`config.mk`:
```
export PLATFORM = sky130hd
export DESIGN_NAME = multicycle_vec_controller
export DESIGN_NICKNAME = d
export VERILOG_FILES = /design/src/rtl/arm_ctrl_pkg.sv /design/src/rtl/cond_unit.sv /design/src/rtl/multicycle_vec_controller.sv
export SDC_FILE = /design/constraint.sdc
export NUM_CORES = 1
export LEC_CHECK = 0
export BUFFER_PORTS_ARGS = -buffer_cell sky130_fd_sc_hd__clkbuf_2
export CAP_MARGIN = 25
export CORE_UTILIZATION = 37
export CTS_BUF_LIST = sky130_fd_sc_hd__clkbuf_8
export DETAILED_ROUTE_END_ITERATION = 10
export GPL_ROUTABILITY_DRIVEN = 0
export RECOVER_POWER = 25
export SYNTH_ARGS = -nofsm -noshare
export SYNTH_HDL_FRONTEND = slang
export SYNTH_SLANG_ARGS = --single-unit
export TNS_END_PERCENT = 5
```
`constraint.sdc`:
```
create_clock -name clk -period 2.15 [get_ports clk]
set_input_delay 0.215 -clock clk [delete_from_list [all_inputs] [get_ports clk]]
set_output_delay 0.215 -clock clk [all_outputs]
set_load 0.05 [all_outputs]
```
`src/rtl/arm_ctrl_pkg.sv`:
```
// Shared types for the multicycle ARM controller: FSM states, mux/ALU/cond/op codes.
// No logic of its own; state_ctrl gives the unqualified Moore controls of a state.
// Pure decode helper, so there is no latency and no backpressure.
package arm_ctrl_pkg;

    typedef enum logic [3:0] {
        FETCH  = 4'd0,
        DECODE = 4'd1,
        MEMADR = 4'd2,
        MEMRD  = 4'd3,
        MEMWB  = 4'd4,
        MEMWR  = 4'd5,
        EXECR  = 4'd6,
        EXECI  = 4'd7,
        ALUWB  = 4'd8,
        BRANCH = 4'd9,
        VEXEC  = 4'd10
    } state_t;

    localparam logic [2:0] ALU_ADD = 3'b000;
    localparam logic [2:0] ALU_SUB = 3'b001;
    localparam logic [2:0] ALU_AND = 3'b010;
    localparam logic [2:0] ALU_ORR = 3'b011;

    localparam logic [3:0] COND_EQ = 4'b0000;
    localparam logic [3:0] COND_NE = 4'b0001;
    localparam logic [3:0] COND_CS = 4'b0010;
    localparam logic [3:0] COND_CC = 4'b0011;
    localparam logic [3:0] COND_MI = 4'b0100;
    localparam logic [3:0] COND_PL = 4'b0101;
    localparam logic [3:0] COND_VS = 4'b0110;
    localparam logic [3:0] COND_VC = 4'b0111;
    localparam logic [3:0] COND_HI = 4'b1000;
    localparam logic [3:0] COND_LS = 4'b1001;
    localparam logic [3:0] COND_GE = 4'b1010;
    localparam logic [3:0] COND_LT = 4'b1011;
    localparam logic [3:0] COND_GT = 4'b1100;
    localparam logic [3:0] COND_LE = 4'b1101;
    localparam logic [3:0] COND_AL = 4'b1110;

    localparam logic [1:0] OP_DP  = 2'b00;
    localparam logic [1:0] OP_MEM = 2'b01;
    localparam logic [1:0] OP_BR  = 2'b10;
    localparam logic [1:0] OP_VEC = 2'b11;

    localparam logic [1:0] RES_ALUOUT = 2'b00;
    localparam logic [1:0] RES_DATA   = 2'b01;
    localparam logic [1:0] RES_ALU    = 2'b10;
    localparam logic [1:0] SRCA_RN    = 2'b00;
    localparam logic [1:0] SRCA_PC    = 2'b01;
    localparam logic [1:0] SRCA_ALUO  = 2'b10;
    localparam logic [1:0] SRCB_RM    = 2'b00;
    localparam logic [1:0] SRCB_IMM   = 2'b01;
    localparam logic [1:0] SRCB_FOUR  = 2'b10;

    typedef struct packed {
        logic       irw;
        logic       pcw;
        logic       regw;
        logic       memw;
        logic       brw;
        logic       vecw;
        logic       use_alu;
        logic       adr_src;
        logic [1:0] result_src;
        logic [1:0] alu_src_a;
        logic [1:0] alu_src_b;
    } ctrl_t;

    function automatic ctrl_t state_ctrl(input state_t s);
        ctrl_t c;
        c = '0;
        case (s)
            FETCH: begin
                c.irw = 1'b1; c.pcw = 1'b1; c.result_src = RES_ALU;
                c.alu_src_a = SRCA_PC; c.alu_src_b = SRCB_FOUR;
            end
            DECODE: begin
                c.result_src = RES_ALU; c.alu_src_a = SRCA_PC; c.alu_src_b = SRCB_FOUR;
            end
            MEMADR: c.alu_src_b = SRCB_IMM;
            MEMRD:  c.adr_src = 1'b1;
            MEMWB:  begin c.regw = 1'b1; c.result_src = RES_DATA; end
            MEMWR:  begin c.memw = 1'b1; c.adr_src = 1'b1; end
            EXECR:  c.use_alu = 1'b1;
            EXECI:  begin c.use_alu = 1'b1; c.alu_src_b = SRCB_IMM; end
            ALUWB:  c.regw = 1'b1;
            BRANCH: begin
                c.brw = 1'b1; c.result_src = RES_ALU;
                c.alu_src_a = SRCA_ALUO; c.alu_src_b = SRCB_IMM;
            end
            VEXEC:  begin c.vecw = 1'b1; c.use_alu = 1'b1; end
            default: c = '0;
        endcase
        return c;
    endfunction

endpackage

```
`src/rtl/cond_unit.sv`:
```
// Flags register {N,Z,C,V} with per-pair write gating, and CondEx evaluation.
// CondEx is combinational from Cond and the registered flags; flag writes land on the next edge.
// No backpressure: the FSM decides when flag_en is asserted.
module cond_unit
    import arm_ctrl_pkg::*;
(
    input  logic       clk,
    input  logic       reset,
    input  logic [3:0] cond,
    input  logic [3:0] alu_flags,
    input  logic [1:0] flag_w,
    input  logic       flag_en,
    output logic       condex
);

    logic [3:0] flags;
    logic       n, z, c, v;

    assign {n, z, c, v} = flags;

    always_ff @(posedge clk or negedge reset) begin
        if (!reset) begin
            flags <= 4'b0000;
        end else begin
            if (flag_en && flag_w[1]) flags[3:2] <= alu_flags[3:2];
            if (flag_en && flag_w[0]) flags[1:0] <= alu_flags[1:0];
        end
    end

    always_comb begin
        condex = 1'b0;
        case (cond)
            COND_EQ: condex = z;
            COND_NE: condex = ~z;
            COND_CS: condex = c;
            COND_CC: condex = ~c;
            COND_MI: condex = n;
            COND_PL: condex = ~n;
            COND_VS: condex = v;
            COND_VC: condex = ~v;
            COND_HI: condex = c & ~z;
            COND_LS: condex = ~c | z;
            COND_GE: condex = (n == v);
            COND_LT: condex = (n != v);
            COND_GT: condex = ~z & (n == v);
            COND_LE: condex = z | (n != v);
            COND_AL: condex = 1'b1;
            default: condex = 1'b0;
        endcase
    end

endmodule

```
`src/rtl/multicycle_vec_controller.sv`:
```
// Multicycle ARM control FSM with a lane-iterating vector execute state.
// Latency: branch 3, data-processing/STR 4, LDR 5, vector VEC_LANES+2 cycles.
// No backpressure; reset aborts any instruction at once and restarts at FETCH.
module multicycle_vec_controller
    import arm_ctrl_pkg::*;
#(
    parameter  int VEC_LANES = 4,
    localparam int LANE_W    = (VEC_LANES > 1) ? $clog2(VEC_LANES) : 1
) (
    input  logic              clk,
    input  logic              reset,
    input  logic [19:0]       Instr,
    input  logic [3:0]        ALUFlags,
    output logic              IRWrite,
    output logic              PCWrite,
    output logic              AdrSrc,
    output logic [1:0]        ResultSrc,
    output logic [1:0]        ALUSrcA,
    output logic [1:0]        ALUSrcB,
    output logic [1:0]        ImmSrc,
    output logic [1:0]        RegSrc,
    output logic [2:0]        ALUControl,
    output logic              RegWrite,
    output logic              MemWrite,
    output logic              VecWrite,
    output logic [LANE_W-1:0] VecLane,
    output logic              Busy
);

    localparam logic [LANE_W-1:0] LAST_LANE = LANE_W'(VEC_LANES - 1);

    state_t            state, state_n;
    logic [LANE_W-1:0] lane, lane_n;
    logic              started;
    logic              vcond_q;
    logic              pcw_q, regw_q, memw_q, brw_q, vecw_q;
    logic              condex, alu_ok, is_cmp, wr_ok, flag_en;
    logic [2:0]        alu_dec;
    logic [1:0]        flag_w;
    logic              unused_regs;
    ctrl_t             c_n;

    logic [3:0] cond;
    logic [1:0] op;
    logic [5:0] funct;
    assign cond  = Instr[19:16];
    assign op    = Instr[15:14];
    assign funct = Instr[13:8];
    assign unused_regs = ^Instr[7:0];

    always_comb begin
        alu_dec = ALU_ADD;
        alu_ok  = 1'b1;
        case (funct[4:1])
            4'b0100:          alu_dec = ALU_ADD;
            4'b0010, 4'b1010: alu_dec = ALU_SUB;
            4'b0000:          alu_dec = ALU_AND;
            4'b1100:          alu_dec = ALU_ORR;
            default:          alu_ok  = 1'b0;
        endcase
    end

    assign is_cmp = (funct[4:1] == 4'b1010);
    // Memory and branch encodings reuse Funct bits, so only ALU-driven ops are vetoed.
    assign wr_ok  = (op == OP_MEM || op == OP_BR) ? 1'b1 : alu_ok;
    assign flag_w = {funct[0] | is_cmp,
                     (funct[0] & alu_ok & (alu_dec == ALU_ADD || alu_dec == ALU_SUB)) | is_cmp};
    assign flag_en = alu_ok & ((((state == EXECR) || (state == EXECI)) & condex) |
                               ((state == VEXEC) & vcond_q));

    cond_unit u_cond (
        .clk      (clk),
        .reset    (reset),
        .cond     (cond),
        .alu_flags(ALUFlags),
        .flag_w   (flag_w),
        .flag_en  (flag_en),
        .condex   (condex)
    );

    always_comb begin
        state_n = state;
        lane_n  = lane;
        if (!started) begin
            state_n = FETCH;
        end else begin
            case (state)
                FETCH:  begin state_n = DECODE; lane_n = '0; end
                DECODE: begin
                    case (op)
                        OP_MEM:  state_n = MEMADR;
                        OP_DP:   state_n = funct[5] ? EXECI : EXECR;
                        OP_BR:   state_n = BRANCH;
                        default: state_n = VEXEC;
                    endcase
                end
                MEMADR: state_n = funct[0] ? MEMRD : MEMWR;
                MEMRD:  state_n = MEMWB;
                EXECR, EXECI: state_n = ALUWB;
                VEXEC: begin
                    if (lane == LAST_LANE) begin
                        state_n = FETCH;
                        lane_n  = '0;
                    end else begin
                        lane_n = lane + 1'b1;
                    end
                end
                default: state_n = FETCH;
            endcase
        end
    end

    assign c_n = state_ctrl(state_n);

    // Outputs are registered from the next state, so they always describe the current state.
    always_ff @(posedge clk or negedge reset) begin
        if (!reset) begin
            state      <= FETCH;
            lane       <= '0;
            started    <= 1'b0;
            vcond_q    <= 1'b0;
            IRWrite    <= 1'b0;
            pcw_q      <= 1'b0;
            regw_q     <= 1'b0;
            memw_q     <= 1'b0;
            brw_q      <= 1'b0;
            vecw_q     <= 1'b0;
            AdrSrc     <= 1'b0;
            ResultSrc  <= 2'b00;
            ALUSrcA    <= 2'b00;
            ALUSrcB    <= 2'b00;
            ALUControl <= ALU_ADD;
            Busy       <= 1'b0;
        end else begin
            started    <= 1'b1;
            state      <= state_n;
            lane       <= lane_n;
            if (state == DECODE) vcond_q <= condex;
            IRWrite    <= c_n.irw;
            pcw_q      <= c_n.pcw;
            regw_q     <= c_n.regw & wr_ok & ~((state_n == ALUWB) & is_cmp);
            memw_q     <= c_n.memw;
            brw_q      <= c_n.brw;
            vecw_q     <= c_n.vecw & alu_ok;
            AdrSrc     <= c_n.adr_src;
            ResultSrc  <= c_n.result_src;
            ALUSrcA    <= c_n.alu_src_a;
            ALUSrcB    <= c_n.alu_src_b;
            ALUControl <= c_n.use_alu ? alu_dec : ALU_ADD;
            Busy       <= (state_n != FETCH);
        end
    end

    // Vector lanes use the condition latched in DECODE so mid-vector flag updates cannot cancel lanes.
    assign PCWrite  = pcw_q | (brw_q & condex);
    assign RegWrite = regw_q & condex;
    assign MemWrite = memw_q & condex;
    assign VecWrite = vecw_q & vcond_q;
    assign VecLane  = lane;
    assign ImmSrc   = op;
    assign RegSrc   = {(op == OP_MEM) & ~funct[0], (op == OP_BR)};

endmodule

```
==> results of run 1 <==
## cell type report
cell class | count | area (µm²)
clock buffer | 3 | 41.3
clock inverter | 1 | 30.0
fill | 410 | 2190
inverter | 10 | 37.5
multi-input combinational | 136 | 993
sequential | 26 | 654
tap | 52 | 65.1
timing repair buffer | 55 | 370
## power breakdown
part	internal [mW]	switching [mW]
Sequential	0.553	0.0458
Combinational	0.235	0.423
Clock	0.250	0.168
Total	1.04	0.636
## cells in the final DEF (no fill, tap or decap), types with 3 or more instances in the layout
master / synthesis / layout
nor2b_1: 5 / 5
nor3_1: 4 / 4
nor4_1: 5 / 5
clkbuf_1: 3 / 3
nand3b_1: 4 / 4
o21ai_0: 10 / 10
inv_1: 10 / 10
ha_1: 7 / 7
nand2b_1: 9 / 9
buf_4: 4 / 15
dfrtp_2: 0 / 3
clkbuf_8: 0 / 3
nand2_1: 14 / 14
or3b_2: 3 / 3
clkbuf_2: 0 / 32
dfrtp_1: 26 / 23
a31oi_1: 5 / 5
nor2_1: 11 / 11
nand3_1: 4 / 4
a21oi_1: 5 / 5
and2_1: 4 / 3
## layer usage
| metal | routed length [µm] | track usage, % | vias to the layer above |
|---|---|---|---|
| met5 | 0 | 0 | - |
| met4 | 49 | 5.33 | 0 |
| met3 | 168 | 3.78 | 5 |
| met2 | 1890 | 26.4 | 27 |
| met1 | 1810 | 22.8 | 703 |
| li1 | - | - | 745 |
## path summary, 6_finish.rpt
check / to / slack, ns / cells after the start / from
min reg2reg: VecLane[0] / 0.54 / 2 / VecLane[0]
max in group asynchronous: VecLane[1] / 0.44 / 2 / reset
min: u_cond.flags[0] / 0.14 / 2 / ALUFlags[0]
max: PCWrite / -0.07 / 7 / u_cond.flags[3]
max reg2reg: u_cond.flags[0] / 0.01 / 8 / u_cond.flags[3]
min in group asynchronous: ALUSrcA[0] / 0.78 / 2 / reset
## timing repair
item	4_1_cts	5_1_grt
hold buffers	1	0
setup endpoints to repair	3	8
pin swaps	5	2
endpoints found under the hold margin	26	0
gates resized for setup	13	5
setup buffers	5	1
## flip-flops by register name (all words and copies together) (netlist names), 2 cells and up
signal / count
state: 4
u_cond.flags: 4
ALUControl: 2
VecLane: 2
ResultSrc: 2
ALUSrcB: 2
## stage by stage
stage / area [µm²] / hold slack, ns / total power, mW
CTS: 2160 / 0.143 / 1.67
detailed placement: 1970 / 0.284 / 1.21
global route: 2190 / 0.146 / 1.76
finish: 2190 / 0.143 / 1.67
global placement: 1970 / 0.273 / 1.21
floorplan: 1700 / -0.0806 / 1.04
## cell families after synthesis
logic type | Yosys count
multiplexers | 4
buffers and inverters | 21
AND/OR/NAND/NOR | 75
flip-flops | 26
other | 2
AO/OA/AOI/OAI | 44
adder cells (fa/ha/maj) | 7
XOR/XNOR | 4
==> results by group, run 1 <==
Setup path
  – Crit-path cells: buf_4 -> xnor2_4 -> nor4_1 -> a2111oi_2 -> nand3_2 -> a21o_1 -> buf_8
  – Delay-heaviest family, CP: compound AO/OA/AOI/OAI gates
  – Crit-path max cell delay: 0.44 ns
  – CP max FO: 5
  – Critical path endpoint category: output pin
  – Buf/Inv on CP: 2
  – Critical path class: flip-flop to output pin
  – Critical Path Start Type: flip-flop
  – CP arrival: 2.01 ns
  – WP data required: 1.93 ns
  – Crit path max-delay cell type: dfrtp_2

STA
  – Min cycle time layout: 2.22 ns
  – Slew @ Worst Pin: 1.41 ns
  – Setup ws final: -0.0731 ns
  – Worst slew margin: 5.91%
  – Fmax: 450 MHz
  – Final setup violation count: 3
  – Final period util: 103%
  – Max Slew Vio Count: 0
  – Final Hold Violating Endpoints: 0
  – RSZ-0062 raised after global routing: true
  – TNS Setup: -0.182 ns
  – Setup Skew: 0.00443 ns

Finish
  – Ant. Diodes: 0
  – Final nets: 265
  – Finished Layout Cells: 283
  – Layout area overhead: 28.8%
  – Final core occ: 50.0%
  – Share of cells above drive strength 1: 33.3%

Logic synthesis
  – Adder-cell share of the synthesized area: 5.15%
  – Area leader, netlist: dfrtp_1
  – Synth Area per Inst: 9.30 µm²
  – Share of the synthesized area in the top cell type: 38.2%
  – Post-synth cell types: 54
  – Most common cell in the netlist: dfrtp_1
  – Main synth FF type: dfrtp_1
  – Number of synthesized flops with an enable pin: 0
  – Async set-reset flop share out of synthesis: 100%
  – Post-Syn Area: 0.00170 mm²
  – Commonest cells in the netlist: dfrtp_1, nand2_1, nor2_1
  – Syn Nets: 216
  – Syn Inst Count: 183
  – Post-synthesis sequential element count: 26
  – Mux cell area share after synthesis: 2.57%
  – Synth Area in Compound Gates: 19.8%
  – Simple-gate share of the synthesized area: 25.6%
  – Syn. warnings: 0
  – Synth Area in XOR/XNOR: 2.06%
  – Largest family of logic cells by synthesized area: simple AND/OR/NAND/NOR gates
  – Seq/Total Area, Yosys: 38.2%
  – Ranking of synthesized cells by area: dfrtp_1, ha_1, nand2b_1, nand2_1, o21ai_0

Placement
  – Port bufs: 38
  – Post-Place Cells: 272
  – Worst Setup Slack post-DPL: 0.107 ns
  – Dpl hpwl: 2740 µm

Clocking
  – Cts bufs inserted: 3
  – Clk buf depth: 2
  – Clk_lat worst skew: 0.28 ns
  – Clk sink count: 26
  – Clock-pin slew on the worst setup and hold paths: 0.10 ns
  – H-tree depth: 1
  – CTS Root Cell: clkbuf_8
  – TritonCTS clock tree: done

Route
  – DR DRC count: 0
  – WL per Instance: 13.8 µm
  – DRT Pass-1 Iters: 4
  – Routed vias/inst: 5.23
  – Drt initial violations: 50
  – Detail Route Antenna Nets: 0
  – DRT Wirelength: 3920 µm
  – Vias post-DR: 1480

Min path
  – Worst hold-check path type: primary input to flip-flop

Floorplan
  – CORE AREA: 0.00438 mm²
  – Die area: 0.00487 mm²
  – Starting Density: 38.8%
  – Chip width: 69.8 µm
  – Die height: 69.8 µm
  – # IOs: 48
  – Row count: 24

Outcome
  – Failing checks: setup timing
  – Status: finished with violations

GRT
  – First-pass GRT wire length: 6570 µm
  – GRT overflow: 0
  – Largest net degree at the start of global routing: 27
  – GRT Util Overall: 16.8%
  – Initial antenna violation count: 0
  – Number of global-route vias before repair: 1420

Flow run
  – Max-cap violation count: 0

Pwr
  – Pwr dens: 763 mW/mm²
  – Peak supply drop: 524 µV
  – Leakage power: 0.998 nW
Note: power is estimated with default switching activity, not from simulation.
==> inputs of run 2 (changes only) <==
--- a/config.mk
+++ b/config.mk
@@ -7,10 +7,13 @@
 export LEC_CHECK = 0
 export BUFFER_PORTS_ARGS = -buffer_cell sky130_fd_sc_hd__clkbuf_2
 export CAP_MARGIN = 25
-export CORE_UTILIZATION = 37
+export CORE_MARGIN = 2
+export CORE_UTILIZATION = 45
 export CTS_BUF_LIST = sky130_fd_sc_hd__clkbuf_8
+export CTS_CLUSTER_DIAMETER = 120
 export DETAILED_ROUTE_END_ITERATION = 10
 export GPL_ROUTABILITY_DRIVEN = 0
+export PLACE_DENSITY = 0.71
 export RECOVER_POWER = 25
 export SYNTH_ARGS = -nofsm -noshare
 export SYNTH_HDL_FRONTEND = slang
==> results by group, run 2 (synthesis results as in run 1) <==
Route
  – DRT Wirelength: 3700 µm (-5.6%)
  – Routed vias/inst: 5.32 (+1.8%)
  – DR DRC count: 0 (unchanged)
  – Drt initial violations: 39 (-22%)
  – DRT Pass-1 Iters: 4 (unchanged)
  – WL per Instance: 13.4 µm (-3.5%)
  – Vias post-DR: 1475 (-0.34%)
  – Detail Route Antenna Nets: 0 (unchanged)

Clocking
  – Cts bufs inserted: 3 (unchanged)
  – Clk sink count: 26 (unchanged)
  – Clk_lat worst skew: 0.28 ns (about the same)
  – H-tree depth: 1 (unchanged)
  – Clock-pin slew on the worst setup and hold paths: 0.10 ns (about the same)
  – CTS Root Cell: clkbuf_8
  – Clk buf depth: 2 (unchanged)
  – TritonCTS clock tree: done

STA
  – Fmax: 452 MHz (+0.48%)
  – Final setup violation count: 3 (unchanged)
  – TNS Setup: -0.182 ns (-0.000148 ns)
  – Setup ws final: -0.0625 ns (+0.0105 ns)
  – RSZ-0062 raised after global routing: true
  – Final period util: 103% (-0.49 points)
  – Min cycle time layout: 2.21 ns (-0.0105 ns)
  – Worst slew margin: 6.32% (+0.41 points)
  – Final Hold Violating Endpoints: 0 (unchanged)
  – Max Slew Vio Count: 0 (unchanged)
  – Slew @ Worst Pin: 1.41 ns (-0.00618 ns)
  – Setup Skew: 0.00805 ns (+0.00362 ns)

Finish
  – Share of cells above drive strength 1: 33.2% (-0.15 points)
  – Most common cell after layout, fill and taps aside: clkbuf_2
  – Layout area overhead: 26.2%
  – Final nets: 263 (-0.75%)
  – Ant. Diodes: 0 (unchanged)
  – Top flop regs: state (4), u_cond.flags (4)
  – Final core occ: 58.7% (+8.7 points)
  – Most frequent cells in the layout: clkbuf_2, dfrtp_1, nand2_1, buf_4, nor2_1

Flow run
  – Max-cap violation count: 0 (unchanged)

Placement
  – Dpl hpwl: 2580 µm (-5.8%)
  – Worst Setup Slack post-DPL: 0.0840 ns (-0.0227 ns)
  – Port bufs: 38 (unchanged)

Setup path
  – Reg-to-reg startpoint: u_cond.flags[3]
  – Worst Setup SP: u_cond.flags[3]
  – Reg-to-reg endpoint: u_cond.flags[0]
  – Reg-to-reg slack, setup: 0.07 ns (+0.06 ns)
  – CP arrival: 2.00 ns (about the same)
  – CP endpoint: RegWrite
  – Critical path class: flip-flop to output pin
  – Critical path endpoint category: output pin
  – Crit path max-delay cell type: or4b_4
  – CP max FO: 4 (-1)
  – WP data required: 1.93 ns (about the same)
  – Cell depth of the worst flop-to-flop path: 8 (unchanged)
  – Critical Path Start Type: flip-flop
  – Crit-path cells: or4b_4 -> a311oi_2 -> a2111oi_2 -> nand3_2 -> and2_4 -> buf_8
  – Crit-path max cell delay: 0.51 ns (+0.07 ns)

Floorplan
  – Chip width: 65.5 µm (-6.2%)
  – Die height: 65.5 µm (-6.2%)
  – Die area: 0.00429 mm² (-12%)
  – Row count: 22 (-8.3%)
  – # IOs: 48 (unchanged)
  – CORE AREA: 0.00366 mm² (-16%)
  – Starting Density: 46.5% (+7.7 points)

Min path
  – Hold_sp: ALUFlags[3]
  – Worst hold-check path type: primary input to flip-flop
  – Worst hold path depth: 3 (+1)

GRT
  – GRT overflow: 0 (unchanged)
  – First-pass GRT wire length: 6180 µm (-6.0%)
  – Initial antenna violation count: 0 (unchanged)
  – GRT Util Overall: 18.5% (+1.8 points)
  – Largest net degree at the start of global routing: 27 (unchanged)
  – Number of global-route vias before repair: 1376 (-3.1%)

Pwr
  – Leakage power: 0.979 nW (-1.9%)
  – Total power: 1.66 mW (-0.68%)
  – Peak supply drop: 528 µV (+0.68%)
  – Pwr dens: 774 mW/mm² (+1.3%)

Outcome
  – Status: finished with violations
  – Failing checks: setup timing
==> run 2: how the worst min path moves through the flow <==
| stage | to |
|---|---|
| after floorplan | ALUControl[0] |
| after global placement | ALUControl[1] |
| after detailed placement | ALUControl[1] |
| after CTS | u_cond.flags[1] |
| after global routing | u_cond.flags[1] |
| final | u_cond.flags[3] |
==> run 2: where the power goes <==
part	total (mW)	internal (mW)	switching, mW
Combinational	0.642	0.228	0.414
Sequential	0.604	0.553	0.0511
Clock	0.416	0.249	0.166
Total	1.66	1.03	0.631
==> run 2: final cells by class <==
cell class	count	area, µm²
inverters	10	37.5
fillers	344	1510
repair buffers	53	332
clock buffers	3	41.3
multi-input cells	136	992
well taps	48	60.1
flip-flops and latches	26	656
clock inverters	1	30.0
==> run 2: critical path: cells and delay by family, from the launching register on <==
family                 cells  cell delay [ns]
buffers and inverters      1             0.13
AO/OA/AOI/OAI              2             0.35
flip-flops                 1             0.43
AND/OR/NAND/NOR            3             0.80
==> run 2: per-layer routing <==
metal | vias up | track usage [%] | routed length, µm
met2 | 28 | 30.9 | 1820
li1 | 738 | - | -
met4 | 0 | 6.25 | 44
met3 | 5 | 2.40 | 130
met5 | - | 0 | 0
met1 | 704 | 24.9 | 1710
==> run 2: timing repair <==
action                     CTS  global route
setup endpoints to repair    3             7
pin swaps                    1             7
gates resized for setup     10             9
hold endpoints to repair    26             0
setup buffers                3             2
hold buffers                 1             0
==> run 2: through the flow <==
stage	cell area (µm²)	instances	hold WS (ns)
global route	2150	277	0.142
finish	2150	277	0.145
detailed placement	1950	267	0.276
floorplan	1700	183	-0.0806
CTS	2100	275	0.145
global placement	1950	267	0.268
